### config.mk
export PLATFORM = sky130hd
export DESIGN_NAME = seg_scan_driver
export DESIGN_NICKNAME = d
export VERILOG_FILES = /design/src/rtl/seg_scan_pkg.sv /design/src/rtl/seg7_hex_decode.sv /design/src/rtl/seg_scan_driver.sv
export SDC_FILE = /design/constraint.sdc
export NUM_CORES = 1
export LEC_CHECK = 0
export ABC_AREA = 1
export BUFFER_PORTS_ARGS = -buffer_cell sky130_fd_sc_hd__clkbuf_2
export CELL_PAD_IN_SITES_DETAIL_PLACEMENT = 1
export CELL_PAD_IN_SITES_GLOBAL_PLACEMENT = 1
export CORE_UTILIZATION = 30
export DETAILED_ROUTE_END_ITERATION = 6
export PLACE_DENSITY_LB_ADDON = 0.15
export SYNTH_ARGS = -nofsm -noshare
export SYNTH_HDL_FRONTEND = slang
export SYNTH_HIERARCHICAL = 1
export SYNTH_SLANG_ARGS = --single-unit
### constraint.sdc
create_clock -name clk -period 3 [get_ports clk]
set_input_delay 0.3 -clock clk [delete_from_list [all_inputs] [get_ports clk]]
set_output_delay 0.3 -clock clk [all_outputs]
set_load 0.005 [all_outputs]
### src/rtl/seg_scan_pkg.sv
// Shared types and constants for the multiplexed seven-segment scan driver.
// Segment patterns are active-low {g,f,e,d,c,b,a} for a common-anode display.
package seg_scan_pkg;

  typedef logic [1:0] state_t;

  localparam state_t ST_IDLE  = 2'd0;
  localparam state_t ST_SHOW  = 2'd1;
  localparam state_t ST_BLANK = 2'd2;

  localparam logic [6:0] SEG_BLANK = 7'h7F;

  localparam logic [6:0] SEG_TABLE [16] = '{
    7'h40, 7'h79, 7'h24, 7'h30, 7'h19, 7'h12, 7'h02, 7'h78,
    7'h00, 7'h10, 7'h08, 7'h03, 7'h46, 7'h21, 7'h06, 7'h0E
  };

endpackage

### src/rtl/seg7_hex_decode.sv
// Combinational hex digit to active-low seven-segment pattern.
module seg7_hex_decode
  import seg_scan_pkg::*;
(
  input  logic [3:0] hex,
  output logic [6:0] seg
);

  assign seg = SEG_TABLE[hex];

endmodule

### src/rtl/seg_scan_driver.sv
// Time-multiplexed common-anode seven-segment driver with per-frame value snapshot.
// Optional build macro LEADING_ZERO_BLANK_EN blanks leading zero digits (digit 0 always shown).
module seg_scan_driver
  import seg_scan_pkg::*;
#(
  parameter int unsigned NUM_DIGITS   = 4,
  parameter int unsigned PRESCALE     = 50000,
  parameter int unsigned BLANK_CYCLES = 500
) (
  input  logic                                              clk,
  input  logic                                              rst,
  input  logic                                              enable,
  input  logic [4*NUM_DIGITS-1:0]                           value,
  output logic [((NUM_DIGITS > 1) ? $clog2(NUM_DIGITS) : 1)-1:0] dig_sel,
  output logic [3:0]                                        selected_value,
  output logic [NUM_DIGITS-1:0]                             anode,
  output logic [6:0]                                        segments,
  output logic                                              frame_done
);

  localparam int unsigned SelW   = (NUM_DIGITS > 1) ? $clog2(NUM_DIGITS) : 1;
  localparam int unsigned CntMax = (PRESCALE > BLANK_CYCLES) ? PRESCALE : BLANK_CYCLES;
  localparam int unsigned CntW   = $clog2(CntMax);

  localparam logic [CntW-1:0] ShowLast  = CntW'(PRESCALE - 1);
  localparam logic [CntW-1:0] BlankLast = CntW'((BLANK_CYCLES > 0) ? BLANK_CYCLES - 1 : 0);
  localparam logic [SelW-1:0] LastDig   = SelW'(NUM_DIGITS - 1);

  state_t                  state_q, state_d;
  logic [CntW-1:0]         cnt_q, cnt_d;
  logic [SelW-1:0]         dig_sel_q, dig_sel_d;
  logic [4*NUM_DIGITS-1:0] snap_q, snap_d;
  logic                    frame_done_q, frame_done_d;
  logic                    advance;
  logic                    take_snap;
  logic [6:0]              dec_seg;

  always_comb begin
    state_d      = state_q;
    cnt_d        = cnt_q;
    dig_sel_d    = dig_sel_q;
    snap_d       = snap_q;
    frame_done_d = 1'b0;
    advance      = 1'b0;
    take_snap    = 1'b0;

    if (!enable) begin
      state_d   = ST_IDLE;
      cnt_d     = '0;
      dig_sel_d = '0;
    end else begin
      unique case (state_q)
        ST_IDLE: begin
          state_d   = ST_SHOW;
          cnt_d     = '0;
          dig_sel_d = '0;
          take_snap = 1'b1;
        end
        ST_SHOW: begin
          if (cnt_q == ShowLast) begin
            cnt_d = '0;
            if (BLANK_CYCLES == 0) advance = 1'b1;
            else                   state_d = ST_BLANK;
          end else begin
            cnt_d = cnt_q + 1'b1;
          end
        end
        ST_BLANK: begin
          if (cnt_q == BlankLast) begin
            cnt_d   = '0;
            state_d = ST_SHOW;
            advance = 1'b1;
          end else begin
            cnt_d = cnt_q + 1'b1;
          end
        end
        default: begin
          state_d = ST_IDLE;
          cnt_d   = '0;
        end
      endcase

      if (advance) begin
        if (dig_sel_q == LastDig) begin
          dig_sel_d    = '0;
          take_snap    = 1'b1;
          frame_done_d = 1'b1;
        end else begin
          dig_sel_d = dig_sel_q + 1'b1;
        end
      end
    end

    if (take_snap) snap_d = value;
  end

  always_ff @(posedge clk or posedge rst) begin
    if (rst) begin
      state_q      <= ST_IDLE;
      cnt_q        <= '0;
      dig_sel_q    <= '0;
      snap_q       <= '0;
      frame_done_q <= 1'b0;
    end else begin
      state_q      <= state_d;
      cnt_q        <= cnt_d;
      dig_sel_q    <= dig_sel_d;
      snap_q       <= snap_d;
      frame_done_q <= frame_done_d;
    end
  end

`ifdef LEADING_ZERO_BLANK_EN
  logic [NUM_DIGITS-1:0] lz_mask_q, lz_mask_d;
  logic                  upper_zero;

  // Digit k is a leading zero when it and every higher nibble are zero.
  always_comb begin
    lz_mask_d  = lz_mask_q;
    upper_zero = 1'b1;
    if (take_snap) begin
      lz_mask_d = '0;
      for (int k = NUM_DIGITS - 1; k >= 1; k--) begin
        upper_zero   = upper_zero & (value[4*k +: 4] == 4'h0);
        lz_mask_d[k] = upper_zero;
      end
    end
  end

  always_ff @(posedge clk or posedge rst) begin
    if (rst) lz_mask_q <= '0;
    else     lz_mask_q <= lz_mask_d;
  end
`endif

  always_comb begin
    selected_value = '0;
    anode          = '1;
    for (int k = 0; k < NUM_DIGITS; k++) begin
      if (dig_sel_q == SelW'(k)) begin
        selected_value = snap_q[4*k +: 4];
        if (state_q == ST_SHOW) anode[k] = 1'b0;
      end
    end
  end

  seg7_hex_decode u_decode (
    .hex (selected_value),
    .seg (dec_seg)
  );

  always_comb begin
    segments = SEG_BLANK;
    if (state_q == ST_SHOW) segments = dec_seg;
`ifdef LEADING_ZERO_BLANK_EN
    for (int k = 1; k < NUM_DIGITS; k++) begin
      if (dig_sel_q == SelW'(k) && lz_mask_q[k]) segments = SEG_BLANK;
    end
`endif
  end

  assign dig_sel    = dig_sel_q;
  assign frame_done = frame_done_q;

endmodule

---- Word level (Yosys, flattened, before mapping) ----
Memory sizes are Yosys's and may differ from the RTL's.
Cells that the tools add are included.
word-level totals
  bits of input ports ..................... 19
  memory bits (read-only) ................. 112
  bits in latches ......................... 0
  word-level logic and storage cells ...... 57
  RAM bits ................................ 0
  register bits after elaboration ......... 37
  output and inout bits ................... 18
  memories ................................ 1
cells by class
  bitwise logic cells ..................... 1
  $add $sub $neg .......................... 2
  shifts and indexed selects .............. 0
  multiply operators ...................... 0
  magnitude comparators ................... 1
  muxes and demuxes ....................... 34
  reduce and logical (&&, ||, !) cells .... 3
  eq/ne operators ......................... 10
  divide/modulo/power cells ............... 0
memory list
  name              words  bits a word  read ports  clocked after memory_dff  write ports  line                  source
  (name not given)  16     7            1           0                         0            seg7_hex_decode.sv:9  assign seg = SEG_TABLE[hex];
operators with widths
  operator                 count
  $mux W16                 3
  $pmux W16 S2             1
  $mux W7                  3
  $add A16 B1 Y16 const B  1
  $eq A16 B16 Y1 const B   1
  $eq A16 B9 Y1 const B    1
  $mux W4                  4
  $mux W1                  15
  $mux W2                  7
  $eq A2 B2 Y1 const B     3
  $ne A3 B3 Y1 const B     2
  $pmux W2 S3              1
  $ge A5 B5 Y1 const B     1
  $not A4 Y5               1
  $eq A2 B1 Y1 const B     2
  $logic_not A2 Y1         2
  $ne A3 B1 Y1 const B     1
  $add A2 B1 Y2 const B    1
  $reduce_and A2 Y1        1

---- Longest topological paths before layout ----
  word-level depth ........................ 10
  mapped depth ............................ 14
  gate-level depth less buffers ........... 14

---- Modules after synthesis ----
The synthesis kept the hierarchy.
by module, submodules not included
  module           area each (µm²)  cells each  seq. area each (µm²)  instances
  seg_scan_driver  2200.9           302         925.9                 1
  seg7_hex_decode  274.0            49          0.0                   1

---- Worst setup path after synthesis ----
No wires, ideal clock.
  kind .................................... register to output
  start ................................... register dig_sel_q[0] (netlist: dig_sel[0])
  end ..................................... output segments[3]
  buffers on the path ..................... 0
  arrival ................................. 2053 ps
  required time ........................... 2700 ps
  cell stages (with the launch flop) ...... 13
  path slack .............................. 647 ps
  path through ............................ dfrtp_1 -> inv_1 -> ha_1 -> inv_1 -> o211ai_1 -> a21oi_1 -> inv_1 -> ha_1 -> nand2_1 -> nand3_1 -> nand2_1 -> inv_1 -> nand2_1
between the ends
  word-level cells in the longest chain between the ends .. 10
  elaborated cells between the ends (all ways) .. 13
  those cells by class .................... eq/ne: 3; mux: 7; bitwise: 1; reduce/logical: 1; memory: 1
RTL lines
  element                                          line                    source
  start, declared                                  seg_scan_driver.sv:31   logic [SelW-1:0] dig_sel_q, dig_sel_d;
  start signal, assigned                           seg_scan_driver.sv:107  dig_sel_q <= dig_sel_d;
  $logic_not A2 Y1                                 seg_scan_driver.sv:140  if (dig_sel_q == SelW'(k)) begin
  $mux W4 (3 in series)                            seg_scan_driver.sv:140
  $mux W4 (*)                                      seg_scan_driver.sv:140
  via selected_value[1]                            seg_scan_driver.sv:15   output logic [3:0] selected_value,
  $not A4 Y5 (implied by the code) (*)             seg7_hex_decode.sv:9
  $mem_v2 Z16 W7 (*)                               --
  $mux W7 (implied by the code) (*) (2 in series)  seg7_hex_decode.sv:9
  via dec_seg[3]                                   seg_scan_driver.sv:36   logic [6:0] dec_seg;
  $mux W7 (*)                                      seg_scan_driver.sv:154  if (state_q == ST_SHOW) segments = dec_seg;
  end, declared                                    seg_scan_driver.sv:17   output logic [6:0] segments,
The timed path passes the listed nets; every way through them passes the cells marked *. The select of a mux whose other input is x is not followed.

---- Final worst setup path ----
  start ................................... register dig_sel_q[1] (netlist: dig_sel[1])
  end ..................................... output segments[6]
between the ends
  word-level cells in the longest chain between the ends .. 10
  elaborated cells between the ends (all ways) .. 13
  those cells by class .................... eq/ne: 3; mux: 7; bitwise: 1; reduce/logical: 1; memory: 1
RTL lines
  element                                          line
  $logic_not A2 Y1                                 seg_scan_driver.sv:140
  $mux W4 (3 in series)                            seg_scan_driver.sv:140
  $mux W4 (*)                                      seg_scan_driver.sv:140
  $not A4 Y5 (implied by the code) (*)             seg7_hex_decode.sv:9
  $mem_v2 Z16 W7 (*)                               --
  $mux W7 (implied by the code) (*) (2 in series)  seg7_hex_decode.sv:9
  via dec_seg[6]                                   seg_scan_driver.sv:36
  $mux W7 (*)                                      seg_scan_driver.sv:154
Marked as above.

==> flow_summary.toml <==
[pwr]
total_power_mw = 2.15
ir_worst_vdd_uv = 317
p_leak_nw = 1.50
power_density_nw_per_um2 = 737

[global_route]
grt_max_degree = 38
grt_antenna_before_repair = 0
grtUsageTotal = 0.169
grt_pass1_vias = 2297
grt_pass1_wl_um = 11400
overflow = 0

[yosys]
async_flop_share = 1.00
ys_seq_area_frac = 0.374
synth_area_um2 = 2470
synth-seq-cells = 37
synth_common_cells = "119 x nand2_1, 45 x nor2_1, 42 x nand3_1, 38 x inv_1, 37 x dfrtp_1"
syn_avg_cell_area_um2 = 7.05
synth_area_leader_cell = "dfrtp_1"
synthTopCellsByArea = "dfrtp_1 37%, nand2_1 18%, nand3_1 8.5%"
netlist_instances = 351
yosys.cell_types.count = 25
yosys_warnings = 6
syn-num-nets = 386
synth_most_common_cell = "nand2_1"
yosysTopAreaCellShare = 0.374
synthFlopType = "dfrtp_1"
synth_edf_count = 0

[clocking]
cts_tree = "built"
htreeDepth = 2
numCtsBuffers = 5
clock_path_buffers = 2
clk_latency_ps = 300
clock-sinks = 37
cts.clk_slew.worst_paths_ps = 80
cts-root-buf = "clkbuf_8"

[critical_path]
cp_max_fo = 8
cp-start-kind = "register"
path_cells = "inv_1 > ha_1 > inv_1 > o211ai_1 > a21oi_2 > buf_4 > ha_1 > nand2_1 > o21ai_2 > nand2_1 > nand2_1 > inv_1 > nand2_1 > clkbuf_2"
cp.arrival_ps = 2460
max_stage_delay_ps = 440
cp_common_cell = "nand2_1"
worstPathRequired_ps = 2700
critPathCaptureType = "output port"
path_class = "reg -> out"
critPathSlowestCell = "dfrtp_1"

[drt]
ant_nets = 0
wl_um = 6480
vias_per_cell = 4.58
drtIter0Drc = 126
wl_per_cell_um = 13.1
drc_errors = 0
dr_total_vias = 2267
firstDrtPassIters = 4

[sta]
worst_slack_ps = 240
period_minus_slack_ps = 2760
fmax_ghz = 0.362
finalMaxSlewViolations = 0
tns_ps = 0
skew_ps = 6.02
post-route-period-util = 0.920
setup_violations = 0
slew-limit-headroom = 0.570
worst_pin_slew_ps = 643
rsz0062_at_grt = "no"
hold_violations = 0

[floorplan]
fp.dieW_um = 92.8
io_pins = 37
rows = 32
core-area_um2 = 7850
die_h_um = 92.8
start_util = 0.315
die_area_um2 = 8620

[placement]
port_buffers = 36
placed_cells = 486
hpwl_um = 4980
place.gp.congestion = 0.812
pre_cts_ws_ps = 475

[run]
maxCapViolCount = 0

[finish]
multi_input_comb_area_um2 = 1350
instances_no_fill = 495
drive_gt1_frac = 0.170
seq_area_um2 = 926
fill_cells = 1062
area_growth_pct = 17.9
nets = 427
antenna_cells = 0

[worst_hold_path]
hold_class = "in -> async"

[outcome]
status = "finished clean"
metrics by stage:
step	utilization	instance area [um^2]	hold slack, ps
5_1_grt	0.372	2920	134
3_3_place_gp	0.353	2770	435
2_1_floorplan	-	2470	410
3_5_place_dp	0.353	2770	432
4_1_cts	0.370	2900	103
6_report	0.372	2920	81.7
worst paths after layout:
kind	startpoint	end	slack (ps)	depth (start not counted)
setup / recovery	dig_sel[1]	segments[6]	240	14
hold / removal	rst	cnt_q[1]	80	3
setup reg to reg	dig_sel[0]	snap_q[2]	1220	8
hold reg to reg	cnt_q[0]	cnt_q[0]	460	1
max in group asynchronous	rst	cnt_q[7]	2570	3
min in group clk	value[1]	snap_q[1]	190	3
registers in the layout, indices dropped and copies added (netlist names):
| name | flops |
|---|---|
| cnt_q | 16 |
| state_q | 2 |
| snap_q | 16 |
| frame_done | 1 |
| dig_sel | 2 |
layer usage:
layer | global-route usage | up-vias | routed length [um]
met2 | 0.264 | 34 | 2900
met3 | 0.0312 | 6 | 188
met4 | 0.0500 | 0 | 87
li1 | - | 1168 | -
met5 | 0 | - | 0
met1 | 0.237 | 1059 | 3300
report_power, final:
part           leakage (nW)  internal, mW  switching [mW]
clock                0.0681         0.331           0.201
sequential            0.488         0.619          0.0880
combinational         0.944         0.347           0.565
total                  1.50          1.30           0.854
logic make-up (layout without fill, tap and decap cells):
group                      after synthesis  count (layout)  share of synthesized area
buffers and inverters                   49              91                     0.0834
AOI/OAI and AO/OA                       16              16                     0.0379
xor gates and xnor gates                11              11                     0.0389
adders and majority gates               16              16                     0.0809
and+or+nand+nor                        222             222                      0.385
DFF                                     37              37                      0.374
final cells by class:
cell class,instances,area share
multi-input cells,265,0.463
flip-flops and latches,37,0.317
repair buffers,42,0.0772
inverters,41,0.0527
well taps,102,0.0437
clock buffers,5,0.0236
clock inverters,3,0.0223
critical path: cells and delay by family, from the launching register on:
kind	cells	cell delay, ps
flip-flops	1	440
AND/OR/NAND/NOR	4	260
AO/OA/AOI/OAI	3	470
adder cells (fa/ha/maj)	2	400
buffers and inverters	5	590
layout by cell type (no fill, tap or decap), drive strengths merged:
master    n
inv      41
buf       6
ha       16
o21ai     4
nand2   123
nor2     50
clkbuf   41
o211ai    4
nand4     4
clkinv    1
nor3      3
bufinv    2
dfrtp    37
nand3    42
a21oi     8
xnor2     2
xor2      9
what timing repair did:
action / 4_1_cts / 5_1_grt
endpoints found under the setup margin: 0 / 6
resized for setup: 0 / 3
hold buffers: 0 / 0
setup buffers: 0 / 1
Note: power is estimated with default switching activity, not from simulation.
